### src/rtl/raster_core_if.sv
`default_nettype none
// ============================================================================
//  Module   : raster_core_if
//  Purpose  : Command/pixel bus between a shape issuer, the raster core and
//             the frame-buffer writer.
//  Revision : 1.0 - initial release
// ============================================================================
interface raster_core_if #(
  parameter int X_BITS     = 10,
  parameter int Y_BITS     = 9,
  parameter int COLOR_BITS = 16,
  parameter int ADDR_BITS  = 19,
  parameter int PAD        = 18
);
  localparam int OP_W = 4 + COLOR_BITS + 3 * (X_BITS + Y_BITS) + 1 + PAD;

  logic                  new_shape;
  logic [OP_W-1:0]       full_opcode;
  logic                  data_sent;
  logic                  data_ready;
  logic [ADDR_BITS-1:0]  address;
  logic [COLOR_BITS-1:0] color;
  logic                  frame_target;
  logic                  shape_done;
  logic                  busy;

  // Shape issuer / pixel consumer side
  modport master (
    output new_shape, full_opcode, data_sent,
    input  data_ready, address, color, frame_target, shape_done, busy
  );

  // Raster core side
  modport slave (
    input  new_shape, full_opcode, data_sent,
    output data_ready, address, color, frame_target, shape_done, busy
  );
endinterface
`default_nettype wire

### src/rtl/raster_core.sv
`default_nettype none
// ============================================================================
//  Module   : raster_core
//  Purpose  : Latches one shape opcode and rasterises it (point, filled
//             rectangle, Bresenham line, full clear) into a clipped stream of
//             (address, colour) pixel writes, one per accepted handshake.
//  Revision : 1.0 - initial release
// ============================================================================
module raster_core #(
  parameter int X_BITS     = 10,
  parameter int Y_BITS     = 9,
  parameter int COLOR_BITS = 16,
  parameter int SCREEN_W   = 640,
  parameter int SCREEN_H   = 480,
  parameter int ADDR_BITS  = 19,
  parameter int PAD        = 18
) (
  input  logic          clk,
  input  logic          n_rst,
  raster_core_if.slave  bus
);

  localparam int OP_W      = 4 + COLOR_BITS + 3 * (X_BITS + Y_BITS) + 1 + PAD;
  localparam int XY_MAX    = (X_BITS > Y_BITS) ? X_BITS : Y_BITS;
  localparam int E_W       = XY_MAX + 2;
  localparam int OP_LSB    = OP_W - 4;
  localparam int COL_LSB   = OP_LSB - COLOR_BITS;
  localparam int X1_LSB    = COL_LSB - X_BITS;
  localparam int Y1_LSB    = X1_LSB - Y_BITS;
  localparam int X2_LSB    = Y1_LSB - X_BITS;
  localparam int Y2_LSB    = X2_LSB - Y_BITS;
  localparam int FRAME_BIT = PAD;

  localparam logic [3:0] OP_POINT = 4'd1;
  localparam logic [3:0] OP_RECT  = 4'd2;
  localparam logic [3:0] OP_LINE  = 4'd3;
  localparam logic [3:0] OP_CLEAR = 4'd4;

  localparam logic [X_BITS-1:0] X_ONE  = X_BITS'(1);
  localparam logic [Y_BITS-1:0] Y_ONE  = Y_BITS'(1);
  localparam logic [X_BITS-1:0] X_LAST = X_BITS'(SCREEN_W - 1);
  localparam logic [Y_BITS-1:0] Y_LAST = Y_BITS'(SCREEN_H - 1);

  typedef enum logic [1:0] {
    S_IDLE   = 2'd0,
    S_DECODE = 2'd1,
    S_EMIT   = 2'd2,
    S_DONE   = 2'd3
  } state_t;

  state_t                  state_q, state_d;
  logic [3:0]              op_q, op_d;
  logic [COLOR_BITS-1:0]   color_q, color_d;
  logic                    frame_q, frame_d;
  logic [X_BITS-1:0]       x1_q, x1_d, x2_q, x2_d;
  logic [Y_BITS-1:0]       y1_q, y1_d, y2_q, y2_d;
  logic [X_BITS-1:0]       xmin_q, xmin_d, xmax_q, xmax_d;
  logic [Y_BITS-1:0]       ymin_q, ymin_d, ymax_q, ymax_d;
  logic [X_BITS-1:0]       dx_q, dx_d;
  logic [Y_BITS-1:0]       dy_q, dy_d;
  logic                    sx_q, sx_d;   // 1 = x steps downward
  logic                    sy_q, sy_d;   // 1 = y steps downward
  logic signed [E_W-1:0]   err_q, err_d;
  logic [X_BITS-1:0]       cx_q, cx_d;
  logic [Y_BITS-1:0]       cy_q, cy_d;
  logic                    shape_done_q, shape_done_d;
  logic                    busy_q, busy_d;

  // Decode-time line parameters, derived from the latched endpoints
  logic [X_BITS-1:0]     abs_dx;
  logic [Y_BITS-1:0]     abs_dy;
  logic signed [E_W-1:0] err_init;
  assign abs_dx   = (x2_q >= x1_q) ? (x2_q - x1_q) : (x1_q - x2_q);
  assign abs_dy   = (y2_q >= y1_q) ? (y2_q - y1_q) : (y1_q - y2_q);
  assign err_init = $signed({{(E_W - X_BITS){1'b0}}, abs_dx})
                  - $signed({{(E_W - Y_BITS){1'b0}}, abs_dy});

  // Bresenham step decision for the current cursor
  logic signed [E_W:0] e2, dx_e, dy_e;
  logic                step_x, step_y;
  assign e2     = {err_q, 1'b0};
  assign dx_e   = $signed({{(E_W + 1 - X_BITS){1'b0}}, dx_q});
  assign dy_e   = $signed({{(E_W + 1 - Y_BITS){1'b0}}, dy_q});
  assign step_x = (e2 > -dy_e);
  assign step_y = (e2 < dx_e);

  // Clipping and pixel acceptance for the current cursor
  logic in_bounds, emit_px, advance, last_px;
  assign in_bounds = (32'(cx_q) < 32'(SCREEN_W)) && (32'(cy_q) < 32'(SCREEN_H));
  assign emit_px   = (state_q == S_EMIT) && in_bounds;
  assign advance   = (state_q == S_EMIT) && (!in_bounds || bus.data_sent);

  // Identify the final cursor position of the shape being drawn
  always_comb begin
    last_px = 1'b1;
    case (op_q)
      OP_RECT:  last_px = (cx_q == xmax_q) && (cy_q == ymax_q);
      OP_LINE:  last_px = (cx_q == x2_q) && (cy_q == y2_q);
      OP_CLEAR: last_px = (cx_q == X_LAST) && (cy_q == Y_LAST);
      default:  last_px = 1'b1;
    endcase
  end

  // Next-state logic: command latch, decode, cursor walk and completion
  always_comb begin
    logic signed [E_W:0] err_n;
    state_d  = state_q;
    op_d     = op_q;
    color_d  = color_q;
    frame_d  = frame_q;
    x1_d     = x1_q;
    y1_d     = y1_q;
    x2_d     = x2_q;
    y2_d     = y2_q;
    xmin_d   = xmin_q;
    xmax_d   = xmax_q;
    ymin_d   = ymin_q;
    ymax_d   = ymax_q;
    dx_d     = dx_q;
    dy_d     = dy_q;
    sx_d     = sx_q;
    sy_d     = sy_q;
    err_d    = err_q;
    cx_d     = cx_q;
    cy_d     = cy_q;
    err_n    = {err_q[E_W-1], err_q};

    case (state_q)
      S_IDLE: begin
        if (bus.new_shape) begin
          op_d    = bus.full_opcode[OP_LSB +: 4];
          color_d = bus.full_opcode[COL_LSB +: COLOR_BITS];
          x1_d    = bus.full_opcode[X1_LSB +: X_BITS];
          y1_d    = bus.full_opcode[Y1_LSB +: Y_BITS];
          x2_d    = bus.full_opcode[X2_LSB +: X_BITS];
          y2_d    = bus.full_opcode[Y2_LSB +: Y_BITS];
          frame_d = bus.full_opcode[FRAME_BIT];
          state_d = S_DECODE;
        end
      end

      S_DECODE: begin
        xmin_d = (x1_q <= x2_q) ? x1_q : x2_q;
        xmax_d = (x1_q <= x2_q) ? x2_q : x1_q;
        ymin_d = (y1_q <= y2_q) ? y1_q : y2_q;
        ymax_d = (y1_q <= y2_q) ? y2_q : y1_q;
        dx_d   = abs_dx;
        dy_d   = abs_dy;
        sx_d   = (x2_q < x1_q);
        sy_d   = (y2_q < y1_q);
        err_d  = err_init;
        case (op_q)
          OP_POINT, OP_LINE: begin
            cx_d    = x1_q;
            cy_d    = y1_q;
            state_d = S_EMIT;
          end
          OP_RECT: begin
            cx_d    = (x1_q <= x2_q) ? x1_q : x2_q;
            cy_d    = (y1_q <= y2_q) ? y1_q : y2_q;
            state_d = S_EMIT;
          end
          OP_CLEAR: begin
            cx_d    = '0;
            cy_d    = '0;
            state_d = S_EMIT;
          end
          default: state_d = S_DONE;
        endcase
      end

      S_EMIT: begin
        if (advance) begin
          if (last_px) begin
            state_d = S_DONE;
          end else begin
            case (op_q)
              OP_RECT: begin
                if (cx_q == xmax_q) begin
                  cx_d = xmin_q;
                  cy_d = cy_q + Y_ONE;
                end else begin
                  cx_d = cx_q + X_ONE;
                end
              end
              OP_LINE: begin
                if (step_x) begin
                  err_n = err_n - dy_e;
                  cx_d  = sx_q ? (cx_q - X_ONE) : (cx_q + X_ONE);
                end
                if (step_y) begin
                  err_n = err_n + dx_e;
                  cy_d  = sy_q ? (cy_q - Y_ONE) : (cy_q + Y_ONE);
                end
                err_d = err_n[E_W-1:0];
              end
              OP_CLEAR: begin
                if (cx_q == X_LAST) begin
                  cx_d = '0;
                  cy_d = cy_q + Y_ONE;
                end else begin
                  cx_d = cx_q + X_ONE;
                end
              end
              default: state_d = S_DONE;
            endcase
          end
        end
      end

      default: state_d = S_IDLE;
    endcase

    shape_done_d = (state_d == S_DONE);
    busy_d       = (state_d != S_IDLE);
  end

  // State register; a low n_rst discards any shape in flight
  always_ff @(posedge clk) begin
    if (!n_rst) begin
      state_q      <= S_IDLE;
      op_q         <= '0;
      color_q      <= '0;
      frame_q      <= 1'b0;
      x1_q         <= '0;
      y1_q         <= '0;
      x2_q         <= '0;
      y2_q         <= '0;
      xmin_q       <= '0;
      xmax_q       <= '0;
      ymin_q       <= '0;
      ymax_q       <= '0;
      dx_q         <= '0;
      dy_q         <= '0;
      sx_q         <= 1'b0;
      sy_q         <= 1'b0;
      err_q        <= '0;
      cx_q         <= '0;
      cy_q         <= '0;
      shape_done_q <= 1'b0;
      busy_q       <= 1'b0;
    end else begin
      state_q      <= state_d;
      op_q         <= op_d;
      color_q      <= color_d;
      frame_q      <= frame_d;
      x1_q         <= x1_d;
      y1_q         <= y1_d;
      x2_q         <= x2_d;
      y2_q         <= y2_d;
      xmin_q       <= xmin_d;
      xmax_q       <= xmax_d;
      ymin_q       <= ymin_d;
      ymax_q       <= ymax_d;
      dx_q         <= dx_d;
      dy_q         <= dy_d;
      sx_q         <= sx_d;
      sy_q         <= sy_d;
      err_q        <= err_d;
      cx_q         <= cx_d;
      cy_q         <= cy_d;
      shape_done_q <= shape_done_d;
      busy_q       <= busy_d;
    end
  end

  // Pixel address follows the registered cursor directly
  assign bus.address      = ADDR_BITS'(cy_q) * ADDR_BITS'(SCREEN_W) + ADDR_BITS'(cx_q);
  assign bus.data_ready   = emit_px;
  assign bus.color        = color_q;
  assign bus.frame_target = frame_q;
  assign bus.shape_done   = shape_done_q;
  assign bus.busy         = busy_q;

endmodule
`default_nettype wire
### src/flat_wrapper.sv
// flat-port wrapper written by rule: the top's interface ports become plain ports
module raster_core_flat 
#(
  parameter int X_BITS     = 10,
  parameter int Y_BITS     = 9,
  parameter int COLOR_BITS = 16,
  parameter int SCREEN_W   = 640,
  parameter int SCREEN_H   = 480,
  parameter int ADDR_BITS  = 19,
  parameter int PAD        = 18
)
  (clk, n_rst, bus_new_shape, bus_full_opcode, bus_data_sent, bus_data_ready, bus_address, bus_color, bus_frame_target, bus_shape_done, bus_busy);
  raster_core_if #(.X_BITS(X_BITS), .Y_BITS(Y_BITS), .COLOR_BITS(COLOR_BITS), .ADDR_BITS(ADDR_BITS), .PAD(PAD)) bus_i ();
  input  logic clk;
  input  logic n_rst;
  input wire logic [$bits(bus_i.new_shape)-1:0] bus_new_shape;
  input wire logic [$bits(bus_i.full_opcode)-1:0] bus_full_opcode;
  input wire logic [$bits(bus_i.data_sent)-1:0] bus_data_sent;
  output wire logic [$bits(bus_i.data_ready)-1:0] bus_data_ready;
  output wire logic [$bits(bus_i.address)-1:0] bus_address;
  output wire logic [$bits(bus_i.color)-1:0] bus_color;
  output wire logic [$bits(bus_i.frame_target)-1:0] bus_frame_target;
  output wire logic [$bits(bus_i.shape_done)-1:0] bus_shape_done;
  output wire logic [$bits(bus_i.busy)-1:0] bus_busy;
  assign bus_i.new_shape = bus_new_shape;
  assign bus_i.full_opcode = bus_full_opcode;
  assign bus_i.data_sent = bus_data_sent;
  assign bus_data_ready = bus_i.data_ready;
  assign bus_address = bus_i.address;
  assign bus_color = bus_i.color;
  assign bus_frame_target = bus_i.frame_target;
  assign bus_shape_done = bus_i.shape_done;
  assign bus_busy = bus_i.busy;
  raster_core #(.X_BITS(X_BITS), .Y_BITS(Y_BITS), .COLOR_BITS(COLOR_BITS), .SCREEN_W(SCREEN_W), .SCREEN_H(SCREEN_H), .ADDR_BITS(ADDR_BITS), .PAD(PAD)) u_core (.clk(clk), .n_rst(n_rst), .bus(bus_i));
endmodule
### config.mk
export PLATFORM = sky130hd
export DESIGN_NAME = raster_core_flat
export DESIGN_NICKNAME = d
export VERILOG_FILES = /design/src/rtl/raster_core_if.sv /design/src/rtl/raster_core.sv /design/src/flat_wrapper.sv
export SDC_FILE = /design/constraint.sdc
export NUM_CORES = 1
export LEC_CHECK = 0
export BUFFER_PORTS_ARGS = -buffer_cell sky130_fd_sc_hd__buf_2
export CAP_MARGIN = 30
export CORE_ASPECT_RATIO = 0.8
export CORE_MARGIN = 1.5
export CORE_UTILIZATION = 65
export CTS_CLUSTER_SIZE = 8
export DETAILED_ROUTE_END_ITERATION = 8
export HOLD_SLACK_MARGIN = 0.08
export PLACE_DENSITY = 0.95
export SLEW_MARGIN = 20
export SYNTH_ARGS = -nofsm -noshare
export SYNTH_HDL_FRONTEND = slang
export SYNTH_SLANG_ARGS = --single-unit
### constraint.sdc
create_clock -name clk -period 7.85 [get_ports clk]
set_clock_uncertainty 0.05 [all_clocks]
set_input_delay 1.1775 -clock clk [delete_from_list [all_inputs] [get_ports clk]]
set_output_delay 1.1775 -clock clk [all_outputs]
set_load 0.05 [all_outputs]
==> impl_results.rst <==
.. list-table::
   :header-rows: 1

   * - Metric
     - Value
   * - Result of the run
     - finished, final reports clean
   * - Number of sinks on the clock net
     - 144
   * - Per-cell via count in the routed design
     - 6.45
   * - Total congestion overflow after global routing
     - 0
   * - FF/Latch Area
     - 0.00288 mm²
   * - WS Path Type
     - flop to flop
   * - Startpoint of the worst register-to-register path
     - u_core.dy_q[2]
   * - Post-layout net count
     - 1816
   * - Worst slack at placement
     - 2.12 ns
   * - Residual DRC count
     - 0
   * - Post-synthesis instance area
     - 0.0118 mm²
   * - Library cell occupying the most area in the post-synthesis netlist
     - sky130_fd_sc_hd__dfxtp_1
   * - Number of placement rows
     - 43
   * - Routed wire length per instance
     - 18.8 µm
   * - Later-pin clock latency in the skew report
     - 0.45 ns
   * - Number of antenna violations at the first check in global routing
     - 0
   * - Diode count
     - 0
   * - Shortest clock period the worst path allows after layout
     - 5.73 ns
   * - Worst min-delay path class
     - flop to flop
   * - Kind of capture point of the worst setup path
     - flop
   * - CTS tree
     - done
   * - Layout overhead on the synthesized area
     - 8.03%
   * - Final-layout setup total negative slack
     - 0 ns
   * - Fmax
     - 0.175 GHz
   * - Post-CTS sizing
     - 0
   * - Post-layout util
     - 72.6%
   * - Iteration-0 DRC Markers
     - 1742
   * - Crit path required time
     - 8.14 ns
   * - R2R setup slack
     - 2.12 ns
   * - Drt pass-1 iters
     - 8
   * - Global-route wire length before repair
     - 55.0 mm
   * - Routed wire length on met3
     - 4.78 mm
   * - Root Driver
     - sky130_fd_sc_hd__clkbuf_16
   * - Max-cap viol count
     - 0
   * - Top-area cell type share of the netlist area
     - 24.4%
   * - Detailed placement HPWL
     - 25.1 mm
   * - Port Buffer Count
     - 101
   * - Post-synth net total
     - 1786
   * - Uppermost layer routed
     - met4
   * - Critical Path Source Type
     - flop
   * - Number of synthesized flops with an enable pin
     - 0
   * - Worst slew slack as a fraction of its limit
     - 40.5%
   * - Number of clock buffers inserted by TritonCTS
     - 17
   * - Buffers inserted by post-CTS timing repair
     - 0
   * - CP Data Arrival Time
     - 6.02 ns
   * - Hold Path End
     - u_core.bus.color[1]
   * - Cell count after synthesis
     - 1563
   * - Met2 wire length
     - 14.2 mm
   * - Worst reg2reg endpoint
     - u_core.err_q[11]
   * - Number of H-tree levels
     - 4
   * - Flip-flop cell with the highest count after synthesis
     - sky130_fd_sc_hd__dfxtp_1
   * - Number of cells traversed by the worst hold path
     - 2
   * - Final setup vio count
     - 0
   * - Count of final max-slew check failures
     - 0
   * - Post-cts hold buffer count
     - 0
   * - Share of flip-flops with an asynchronous set or reset
     - 0%
   * - Global Route Usage Sum
     - 36.3%
   * - Final critical-path share of the clock period
     - 73.0%
   * - Number of endpoints with negative hold slack in the final report
     - 0
   * - Height of the die
     - 124 µm
   * - Synth area leaders
     - sky130_fd_sc_hd__dfxtp_1, sky130_fd_sc_hd__ha_1, sky130_fd_sc_hd__nand2_1
   * - Die X
     - 154 µm
   * - Number of buffers between clock root and the deepest sink
     - 2
   * - Core Region
     - 0.0176 mm²
   * - Worst-case setup margin in the final layout
     - 2.12 ns
   * - Synthesized area divided by synthesized cell count
     - 7.56 µm²
   * - Filler Cells Inserted
     - 1302
   * - Min-Delay Startpoint
     - u_core.bus.color[1]
   * - Via total after detailed routing
     - 11.8k
   * - Fraction of layout instances using a drive strength above 1
     - 12.1%
   * - Reg2reg path depth
     - 20
   * - Routability Congestion
     - 0.997
   * - Number of global-route vias before repair
     - 10.8k
   * - Count of antenna-violating nets left after detailed routing
     - 0
   * - Clock-pin slew on the worst setup and hold paths
     - 0.07 ns
   * - Largest net degree at the start of global routing
     - 84
   * - Multi-input gate area in the final layout
     - 0.00801 mm²
   * - Initial standard-cell utilization of the core
     - 67.2%
   * - Boundary Pins
     - 139
   * - Die Outline Area
     - 0.0190 mm²
   * - Unrepaired setup endpoints after global routing
     - false
   * - Post-synthesis sequential area ratio
     - 24.4%
   * - Number of unique standard cell types used by synthesis
     - 89
   * - Routed metal-1 wire length
     - 14.5 mm
   * - Wire length after detailed routing
     - 34.5 mm
   * - Critical Path Fanout Max
     - 10
   * - Yosys synthesis warning count
     - 0
   * - Worst slew pin tran
     - 0.892 ns
   * - Flop and latch count out of synthesis
     - 144
-- per-layer routing --
| layer | vias to the layer above | global-route usage, % |
|---|---|---|
| li1 | 5506 | - |
| met1 | 5400 | 51.0 |
| met2 | 794 | 54.2 |
| met3 | 106 | 9.92 |
| met4 | 0 | 11.7 |
| met5 | - | 0 |
-- cell families (layout without fill, tap and decap cells) --
logic type	count (synthesis)	count (layout)	synth area share [%]
DFF	144	144	24.4
muxes	27	27	2.36
buffers and inverters	211	254	8.05
adders and majority gates	123	123	13.6
and+or+nand+nor	532	532	21.1
xor gates and xnor gates	112	112	8.36
AOI/OAI and AO/OA	414	414	22.2
-- worst max-delay path by stage --
stage                        start                to  slack (ns)  cells after the start
floorplan           u_core.dy_q[2]  u_core.err_q[11]        2.97                     22
global placement    u_core.dy_q[2]  u_core.err_q[11]        2.25                     20
detailed placement  u_core.dy_q[2]  u_core.err_q[11]        2.12                     20
CTS                 u_core.dy_q[2]  u_core.err_q[11]        2.07                     20
global route        u_core.dy_q[2]  u_core.err_q[11]        1.84                     20
finish              u_core.dy_q[2]  u_core.err_q[11]        2.12                     20
-- state kept, by name (all words and copies together) (netlist names) --
| signal | flops |
|---|---|
| u_core.bus.color | 16 |
| u_core.err_q | 12 |
| u_core.cx_q | 10 |
| u_core.dx_q | 10 |
| u_core.x1_q | 10 |
| u_core.x2_q | 10 |
| u_core.xmax_q | 10 |
| u_core.xmin_q | 10 |
| u_core.cy_q | 9 |
| u_core.dy_q | 9 |
| u_core.y1_q | 9 |
| u_core.y2_q | 9 |
| u_core.ymax_q | 9 |
| u_core.op_q | 4 |
| u_core.state_q | 2 |
| u_core.bus.busy | 1 |
| u_core.bus.frame_target | 1 |
| u_core.bus.shape_done | 1 |
| u_core.sx_q | 1 |
| u_core.sy_q | 1 |
-- through the flow --
stage               cell area, µm²  std cells  hold slack [ns]
floorplan                    11800       1563            0.403
global placement             12100       1795            0.389
detailed placement           12200       1796            0.393
CTS                          12700       1828            0.402
global route                 12800       1831            0.418
finish                       12800       1831            0.402
-- worst max-delay path: stages (launching register included) --
cell	delay, ns
sky130_fd_sc_hd__dfxtp_1	0.34
sky130_fd_sc_hd__nor2_1	0.23
sky130_fd_sc_hd__nand3_1	0.16
sky130_fd_sc_hd__or3_1	0.42
sky130_fd_sc_hd__nor2_1	0.15
sky130_fd_sc_hd__xnor2_1	0.13
sky130_fd_sc_hd__ha_1	0.27
sky130_fd_sc_hd__and4_1	0.22
sky130_fd_sc_hd__a311oi_1	0.37
sky130_fd_sc_hd__nand4b_1	0.16
sky130_fd_sc_hd__o211ai_2	0.26
sky130_fd_sc_hd__mux2_2	0.44
sky130_fd_sc_hd__ha_1	0.29
sky130_fd_sc_hd__a21oi_1	0.22
sky130_fd_sc_hd__o211ai_1	0.22
sky130_fd_sc_hd__o41ai_1	0.51
sky130_fd_sc_hd__o21ai_0	0.26
sky130_fd_sc_hd__a21o_1	0.23
sky130_fd_sc_hd__mux2_2	0.28
sky130_fd_sc_hd__or3_1	0.34
sky130_fd_sc_hd__o311ai_1	0.07
-- synth_stat cells (all sizes together) (8+ instances only) --
cell,count
nor2b,14
a21o,13
a211oi,31
dfxtp,144
o21ai,80
nand3,45
o31ai,18
nor3,30
o211ai,39
nor2,126
nand4,10
xnor2,57
nand2b,19
nor4,17
or3,8
mux2i,20
buf,42
a21oi,150
inv,109
nand2,222
xor2,55
ha,114
clkbuf,59
fa,9
a31oi,11
a21boi,9
-- layout make-up --
class	count	area share, %
clock buffer	17	3.33
sequential	144	22.6
tap	225	2.20
timing repair buffer	112	4.83
inverter	110	3.28
multi-input combinational	1208	62.7
clock inverter	15	1.11
-- placed cells by master (no fill, tap or decap), types with 5 or more instances in the layout --
| cell | count |
|---|---|
| sky130_fd_sc_hd__and2_1 | 6 |
| sky130_fd_sc_hd__o211ai_1 | 37 |
| sky130_fd_sc_hd__nor2_1 | 125 |
| sky130_fd_sc_hd__inv_1 | 108 |
| sky130_fd_sc_hd__buf_4 | 8 |
| sky130_fd_sc_hd__a211o_1 | 6 |
| sky130_fd_sc_hd__or3_1 | 8 |
| sky130_fd_sc_hd__mux2i_1 | 20 |
| sky130_fd_sc_hd__nand2b_1 | 19 |
| sky130_fd_sc_hd__nor2b_1 | 14 |
| sky130_fd_sc_hd__nand2_1 | 219 |
| sky130_fd_sc_hd__o22ai_1 | 7 |
| sky130_fd_sc_hd__nor3_1 | 28 |
| sky130_fd_sc_hd__or2_2 | 5 |
| sky130_fd_sc_hd__o21ai_0 | 77 |
| sky130_fd_sc_hd__a21oi_1 | 146 |
| sky130_fd_sc_hd__a21boi_0 | 8 |
| sky130_fd_sc_hd__nand3b_1 | 5 |
| sky130_fd_sc_hd__a211oi_1 | 29 |
| sky130_fd_sc_hd__inv_6 | 6 |
| sky130_fd_sc_hd__fa_1 | 9 |
| sky130_fd_sc_hd__o31ai_1 | 17 |
| sky130_fd_sc_hd__a31oi_1 | 11 |
| sky130_fd_sc_hd__clkbuf_16 | 17 |
| sky130_fd_sc_hd__and3_1 | 5 |
| sky130_fd_sc_hd__xnor2_1 | 56 |
| sky130_fd_sc_hd__xor2_1 | 55 |
| sky130_fd_sc_hd__ha_1 | 112 |
| sky130_fd_sc_hd__dfxtp_1 | 144 |
| sky130_fd_sc_hd__o21a_1 | 6 |
| sky130_fd_sc_hd__mux2_2 | 7 |
| sky130_fd_sc_hd__a21o_1 | 13 |
| sky130_fd_sc_hd__nor4_1 | 14 |
| sky130_fd_sc_hd__buf_2 | 101 |
| sky130_fd_sc_hd__nand4_1 | 9 |
| sky130_fd_sc_hd__nand3_1 | 45 |
Power is left out: the tool's default activity adds up to more than one toggle a clock period on the data nets, which glitch-free logic cannot reach.
